==> src/rtl/mult_sched_if.sv <==
// Client and multiplier-side signal bundle for mult_sched.
// The scheduler takes the master side; the clients and multiplier take the slave side.
interface mult_sched_if #(
    parameter int SIZE = 4
);
    logic [1:0]        req;
    logic [SIZE-1:0]   a0;
    logic [SIZE-1:0]   b0;
    logic [SIZE-1:0]   a1;
    logic [SIZE-1:0]   b1;
    logic [1:0]        grant;
    logic [1:0]        done;
    logic [2*SIZE-1:0] result;
    logic              busy;
    logic              err;
    logic [SIZE-1:0]   mul_A;
    logic [SIZE-1:0]   mul_B;
    logic              mul_start;
    logic [SIZE-1:0]   mul_HM;
    logic [SIZE-1:0]   mul_LM;
    logic              mul_fin;

    modport master (
        input  req, a0, b0, a1, b1, mul_HM, mul_LM, mul_fin,
        output grant, done, result, busy, err, mul_A, mul_B, mul_start
    );

    modport slave (
        output req, a0, b0, a1, b1, mul_HM, mul_LM, mul_fin,
        input  grant, done, result, busy, err, mul_A, mul_B, mul_start
    );
endinterface

==> src/rtl/mult_sched.sv <==
// Round-robin scheduler sharing one iterative shift-add multiplier between two clients,
// with a run-phase watchdog that forces a zero result and a sticky error.
//
// state | meaning
// IDLE  | arbitrate pending requests, latch winner's operands
// LOAD  | multiplier loads B and presets its counter; arm watchdog
// RUN   | multiplier shifts; wait for fin or watchdog terminal count
// DONE  | one-cycle done pulse to the served client
module mult_sched #(
    parameter int SIZE = 4,
    parameter int TMO  = SIZE + 2
) (
    input  logic          clk,
    input  logic          reset,
    mult_sched_if.master  bus
);
    localparam int WW = (TMO > 1) ? $clog2(TMO) : 1;

    typedef enum logic [1:0] {IDLE, LOAD, RUN, DONE} state_t;

    state_t            state, nxt_state;
    logic              prio, nxt_prio;
    logic [1:0]        grant, nxt_grant;
    logic [SIZE-1:0]   op_a, nxt_op_a;
    logic [SIZE-1:0]   op_b, nxt_op_b;
    logic [2*SIZE-1:0] result, nxt_result;
    logic              err, nxt_err;
    logic [WW-1:0]     wd, nxt_wd;
    logic              win;

    always_ff @(posedge clk) begin
        if (!reset) begin
            state  <= IDLE;
            prio   <= 1'b0;
            grant  <= 2'b00;
            op_a   <= '0;
            op_b   <= '0;
            result <= '0;
            err    <= 1'b0;
            wd     <= '0;
        end else begin
            state  <= nxt_state;
            prio   <= nxt_prio;
            grant  <= nxt_grant;
            op_a   <= nxt_op_a;
            op_b   <= nxt_op_b;
            result <= nxt_result;
            err    <= nxt_err;
            wd     <= nxt_wd;
        end
    end

    always_comb begin
        nxt_state  = state;
        nxt_prio   = prio;
        nxt_grant  = grant;
        nxt_op_a   = op_a;
        nxt_op_b   = op_b;
        nxt_result = result;
        nxt_err    = err;
        nxt_wd     = wd;
        win        = 1'b0;
        case (state)
            IDLE: begin
                nxt_grant = 2'b00;
                if (|bus.req) begin
                    // Contention goes to the pointer; a lone requester always wins.
                    win       = (bus.req == 2'b11) ? prio : bus.req[1];
                    nxt_grant = win ? 2'b10 : 2'b01;
                    nxt_op_a  = win ? bus.a1 : bus.a0;
                    nxt_op_b  = win ? bus.b1 : bus.b0;
                    nxt_prio  = ~win;
                    nxt_state = LOAD;
                end
            end
            LOAD: begin
                nxt_wd    = WW'(TMO - 1);
                nxt_state = RUN;
            end
            RUN: begin
                if (bus.mul_fin) begin
                    nxt_result = {bus.mul_HM, bus.mul_LM};
                    nxt_state  = DONE;
                end else if (wd == '0) begin
                    nxt_err    = 1'b1;
                    nxt_result = '0;
                    nxt_state  = DONE;
                end else begin
                    nxt_wd = wd - 1'b1;
                end
            end
            DONE: begin
                nxt_grant = 2'b00;
                nxt_state = IDLE;
            end
            default: nxt_state = IDLE;
        endcase
    end

    assign bus.grant     = grant;
    assign bus.done      = (state == DONE) ? grant : 2'b00;
    assign bus.result    = result;
    assign bus.busy      = (state != IDLE);
    assign bus.err       = err;
    assign bus.mul_A     = op_a;
    assign bus.mul_B     = op_b;
    assign bus.mul_start = (state == RUN);
endmodule

==> src/flat_wrapper.sv <==
// flat-port wrapper written by rule: the top's interface ports become plain ports
module mult_sched_flat 
#(
    parameter int SIZE = 4,
    parameter int TMO  = SIZE + 2
)
  (clk, reset, bus_req, bus_a0, bus_b0, bus_a1, bus_b1, bus_mul_HM, bus_mul_LM, bus_mul_fin, bus_grant, bus_done, bus_result, bus_busy, bus_err, bus_mul_A, bus_mul_B, bus_mul_start);
  mult_sched_if #(.SIZE(SIZE)) bus_i ();
  input  logic clk;
  input  logic reset;
  input wire logic [$bits(bus_i.req)-1:0] bus_req;
  input wire logic [$bits(bus_i.a0)-1:0] bus_a0;
  input wire logic [$bits(bus_i.b0)-1:0] bus_b0;
  input wire logic [$bits(bus_i.a1)-1:0] bus_a1;
  input wire logic [$bits(bus_i.b1)-1:0] bus_b1;
  input wire logic [$bits(bus_i.mul_HM)-1:0] bus_mul_HM;
  input wire logic [$bits(bus_i.mul_LM)-1:0] bus_mul_LM;
  input wire logic [$bits(bus_i.mul_fin)-1:0] bus_mul_fin;
  output wire logic [$bits(bus_i.grant)-1:0] bus_grant;
  output wire logic [$bits(bus_i.done)-1:0] bus_done;
  output wire logic [$bits(bus_i.result)-1:0] bus_result;
  output wire logic [$bits(bus_i.busy)-1:0] bus_busy;
  output wire logic [$bits(bus_i.err)-1:0] bus_err;
  output wire logic [$bits(bus_i.mul_A)-1:0] bus_mul_A;
  output wire logic [$bits(bus_i.mul_B)-1:0] bus_mul_B;
  output wire logic [$bits(bus_i.mul_start)-1:0] bus_mul_start;
  assign bus_i.req = bus_req;
  assign bus_i.a0 = bus_a0;
  assign bus_i.b0 = bus_b0;
  assign bus_i.a1 = bus_a1;
  assign bus_i.b1 = bus_b1;
  assign bus_i.mul_HM = bus_mul_HM;
  assign bus_i.mul_LM = bus_mul_LM;
  assign bus_i.mul_fin = bus_mul_fin;
  assign bus_grant = bus_i.grant;
  assign bus_done = bus_i.done;
  assign bus_result = bus_i.result;
  assign bus_busy = bus_i.busy;
  assign bus_err = bus_i.err;
  assign bus_mul_A = bus_i.mul_A;
  assign bus_mul_B = bus_i.mul_B;
  assign bus_mul_start = bus_i.mul_start;
  mult_sched #(.SIZE(SIZE), .TMO(TMO)) u_core (.clk(clk), .reset(reset), .bus(bus_i));
endmodule
==> config.mk <==
export PLATFORM = sky130hd
export DESIGN_NAME = mult_sched_flat
export DESIGN_NICKNAME = d
export VERILOG_FILES = /design/src/rtl/mult_sched_if.sv /design/src/rtl/mult_sched.sv /design/src/flat_wrapper.sv
export SDC_FILE = /design/constraint.sdc
export NUM_CORES = 1
export LEC_CHECK = 0
export BUFFER_PORTS_ARGS = -buffer_cell sky130_fd_sc_hd__buf_2
export CAP_MARGIN = 20
export CORE_MARGIN = 1
export CORE_UTILIZATION = 51
export CTS_BUF_LIST = sky130_fd_sc_hd__clkbuf_8
export DETAILED_ROUTE_END_ITERATION = 7
export PLACE_DENSITY = 0.85
export REMOVE_ABC_BUFFERS = 1
export SYNTH_ARGS = -nofsm -noshare
export SYNTH_HDL_FRONTEND = slang
export SYNTH_SLANG_ARGS = --single-unit
==> constraint.sdc <==
create_clock -name clk -period 2.2 [get_ports clk]
set_clock_uncertainty 0.05 [all_clocks]
set_input_delay 0.55 -clock clk [delete_from_list [all_inputs] [get_ports clk]]
set_output_delay 0.55 -clock clk [all_outputs]
set_load 0.03 [all_outputs]
==> summary.txt <==
CTS
  • CTS tree: built
  • Worst-path clk slew: 0.09 ns
  • # hold bufs at CTS: 0
  • Clk sinks: 25
  • Post-cts resize count: 0
  • Total CTS buffers: 3
  • Setup bufs post-CTS: 0
  • Htree depth: 1
  • Worst-Skew Late Latency: 0.26 ns
  • Max clock buf depth: 2
  • Clock Tree Root: clkbuf_8

Synthesis
  • Syn. warnings: 0
  • Post-synthesis sequential area ratio: 44.10%
  • Top post-synthesis cells by area: dfxtp_1, ha_1, a32o_1
  • Ys async rst share: 0%
  • Synth Instances: 123
  • Post-synth cell types: 25
  • Cell area after synthesis: 1135 um2
  • FF+latch count, synth: 25
  • Area leader, netlist: dfxtp_1
  • Post-synth EDFFs: 0
  • Avg Inst Size Synth: 9.226 um2
  • Yosys top cell area share: 44.10%
  • Dominant synthesized flop cell: dfxtp_1

Cells and area
  • Layout cells sized above 1: 32.75%
  • P&R area growth vs syn: 27.23%
  • N_diodes: 0
  • Fillers: 162
  • Nets: 208
  • Register area: 500.5 um2
  • Post-Route Utilization: 71.41%
  • Non-Filler Instances: 198
  • Multi-input gate area in the final layout: 575.6 um2

Place
  • PortBufs: 51
  • Dpl hpwl: 1.872 mm
  • Routability congestion estimate: 0.8635
  • Post-placement cell count: 194

Floorplan
  • Core ar.: 2022 um2
  • Initial Utilization: 56.13%
  • Chip width: 49.17 um
  • Die H: 49.17 um
  • Rows: 16
  • Ports: 52
  • Die area: 2418 um2

Worst setup path
  • CP startpoint: u_core.state[0]
  • CP max FO: 5
  • R2r startpoint: u_core.state[0]
  • Startpoint Class: register
  • Worst path max stage delay: 0.40 ns
  • Family with the most delay on the worst path: flip-flops
  • Worst Path Buf+Inv: 3
  • Crit path cell chain: inv_1 > ha_1 > inv_1 > buf_2
  • Crit end category: output port
  • Crit-path slowest cell: dfxtp_1
  • WS Path Type: reg2out
  • WP data required: 1.60 ns
  • Critical Path AT: 1.27 ns
  • Top cell by count, worst path: inv_1

Drt
  • Via count: 1099
  • DRC viols: 0
  • Met1 wire length: 1.103 mm
  • Drt initial violations: 25
  • Vias per cell: 5.551
  • Routed wire length: 2.485 mm
  • Metal2 WL: 1.236 mm
  • Antenna-violating nets left: 0
  • Uppermost routed layer: met4
  • Routed wire per std cell: 12.55 um
  • Met3 wire len: 133 um
  • Pre-Repair DR Iteration Count: 4

Timing
  • Unrepaired setup endpoints after global routing: false
  • Worst Tran Pin Value: 0.4513 ns
  • Clock period minus worst slack: 1.873 ns
  • Fin crit share: 85.14%
  • Max Fclk: 533.9 MHz
  • Relative slew slack: 69.85%
  • Final Hold Fails: 0
  • Fin Hold WS: 0.4295 ns
  • Final setup viols: 0
  • Final Max Tran Viols: 0
  • Final setup TNS: 0 ns

Global route
  • Overall routing resource usage: 21.36%
  • Number of global-route vias before repair: 980
  • Global route overflow: 0
  • Initial antenna violation count: 0
  • Largest net degree at the start of global routing: 23
  • First-pass GRT wire length: 4.119 mm

Outcome
  • Status: finished clean

Flow run
  • Number of max-cap violations: 0

Worst hold path
  • Hold Path Origin: u_core.bus.err
  • Worst min path class: reg2reg

Power and ir drop
  • Power Density: 1171 nW/um2
  • P_leak: 0.6714 nW
  • Worst vdd ir: 845.8 uV
## placed cells by master (no fill, tap or decap)
cell type	n
ha_1	7
nor2b_1	4
a211oi_1	2
o21ai_0	16
a32oi_1	1
a21oi_1	4
nor3b_1	2
mux2i_1	1
clkinvlp_4	1
clkbuf_8	3
buf_2	51
nand2_1	4
nand4bb_1	1
a31oi_1	8
o21ai_2	1
o31a_1	1
inv_1	8
nand2b_1	2
dfxtp_1	25
and3_1	1
and2_1	2
a311oi_1	4
nor2_1	3
nand3_1	8
a32o_1	8
o21a_1	3
## state kept, by name, summed over array words and instances, names as in the netlist
name	count
u_core.wd	3
u_core.bus.err	1
u_core.bus.mul_B	4
u_core.bus.mul_A	4
u_core.prio	1
u_core.state	2
u_core.bus.result	8
u_core.bus.grant	2
## report_power, final
part	leakage (nW)	switching, W	internal [W]
Sequential	0.205	0.0000716	0.000570
Clock	0.0217	0.000146	0.000128
Combinational	0.444	0.000508	0.000268
Total	0.671	0.000726	0.000965
## layout make-up
type,count,share of cell area (%)
repair buffers,51,17.68
clock buffers,3,2.860
well taps,27,2.340
clock inverters,1,0.5199
flip-flops and latches,25,34.66
inverters,8,2.080
multi-input cells,83,39.86
## final timing paths
path                                       end  slack, ns  cells after the start
worst max-delay path                  bus_busy       0.33                      4
worst min-delay path            u_core.bus.err       0.43                      2
worst max register to register    u_core.wd[2]       0.48                      5
worst min register to register  u_core.bus.err       0.43                      2
## synthesized netlist by cell type, types with 2 or more instances
master / count
nor2_1: 3
nor2b_1: 4
nand2_1: 4
dfxtp_1: 25
and2_1: 2
o21ai_0: 16
a311oi_1: 4
a211oi_1: 2
ha_1: 7
o21a_1: 3
a21oi_1: 4
a31oi_1: 8
inv_1: 8
nor3b_1: 2
clkbuf_1: 5
buf_2: 2
a32o_1: 8
nand3_1: 8
nand2b_1: 2
## kinds of logic after synthesis
kind of cell | count (synthesis) | synth area share (%)
AOI/OAI and AO/OA | 48 | 29.00
adders and majority gates | 7 | 7.717
buffers and inverters | 15 | 5.182
DFF | 25 | 44.10
muxes | 1 | 0.8821
and+or+nand+nor | 27 | 13.12
## layer usage
metal | vias up | global-route usage, %
met5 | - | 0
li1 | 552 | -
met4 | 0 | 4.902
met1 | 516 | 26.63
met2 | 29 | 38.13
met3 | 2 | 3.427
## metrics by stage
stage | instance area [um2] | power [W] | setup slack, ns
after detailed placement | 1395 | 0.001425 | 0.4954
after global placement | 1395 | 0.001399 | 0.5792
final | 1444 | 0.001691 | 0.3269
after global routing | 1444 | 0.001800 | 0.2138
after CTS | 1444 | 0.001699 | 0.3219
after floorplan | 1106 | 0.001215 | 0.4935
## tightest hold or removal path, delay by kind of cell (launching register included)
kind / cells / cell delay [ns]
AOI/OAI and AO/OA: 1 / 0.04
DFF: 1 / 0.33
and+or+nand+nor: 1 / 0.08
Note: power is estimated with default switching activity, not from simulation.
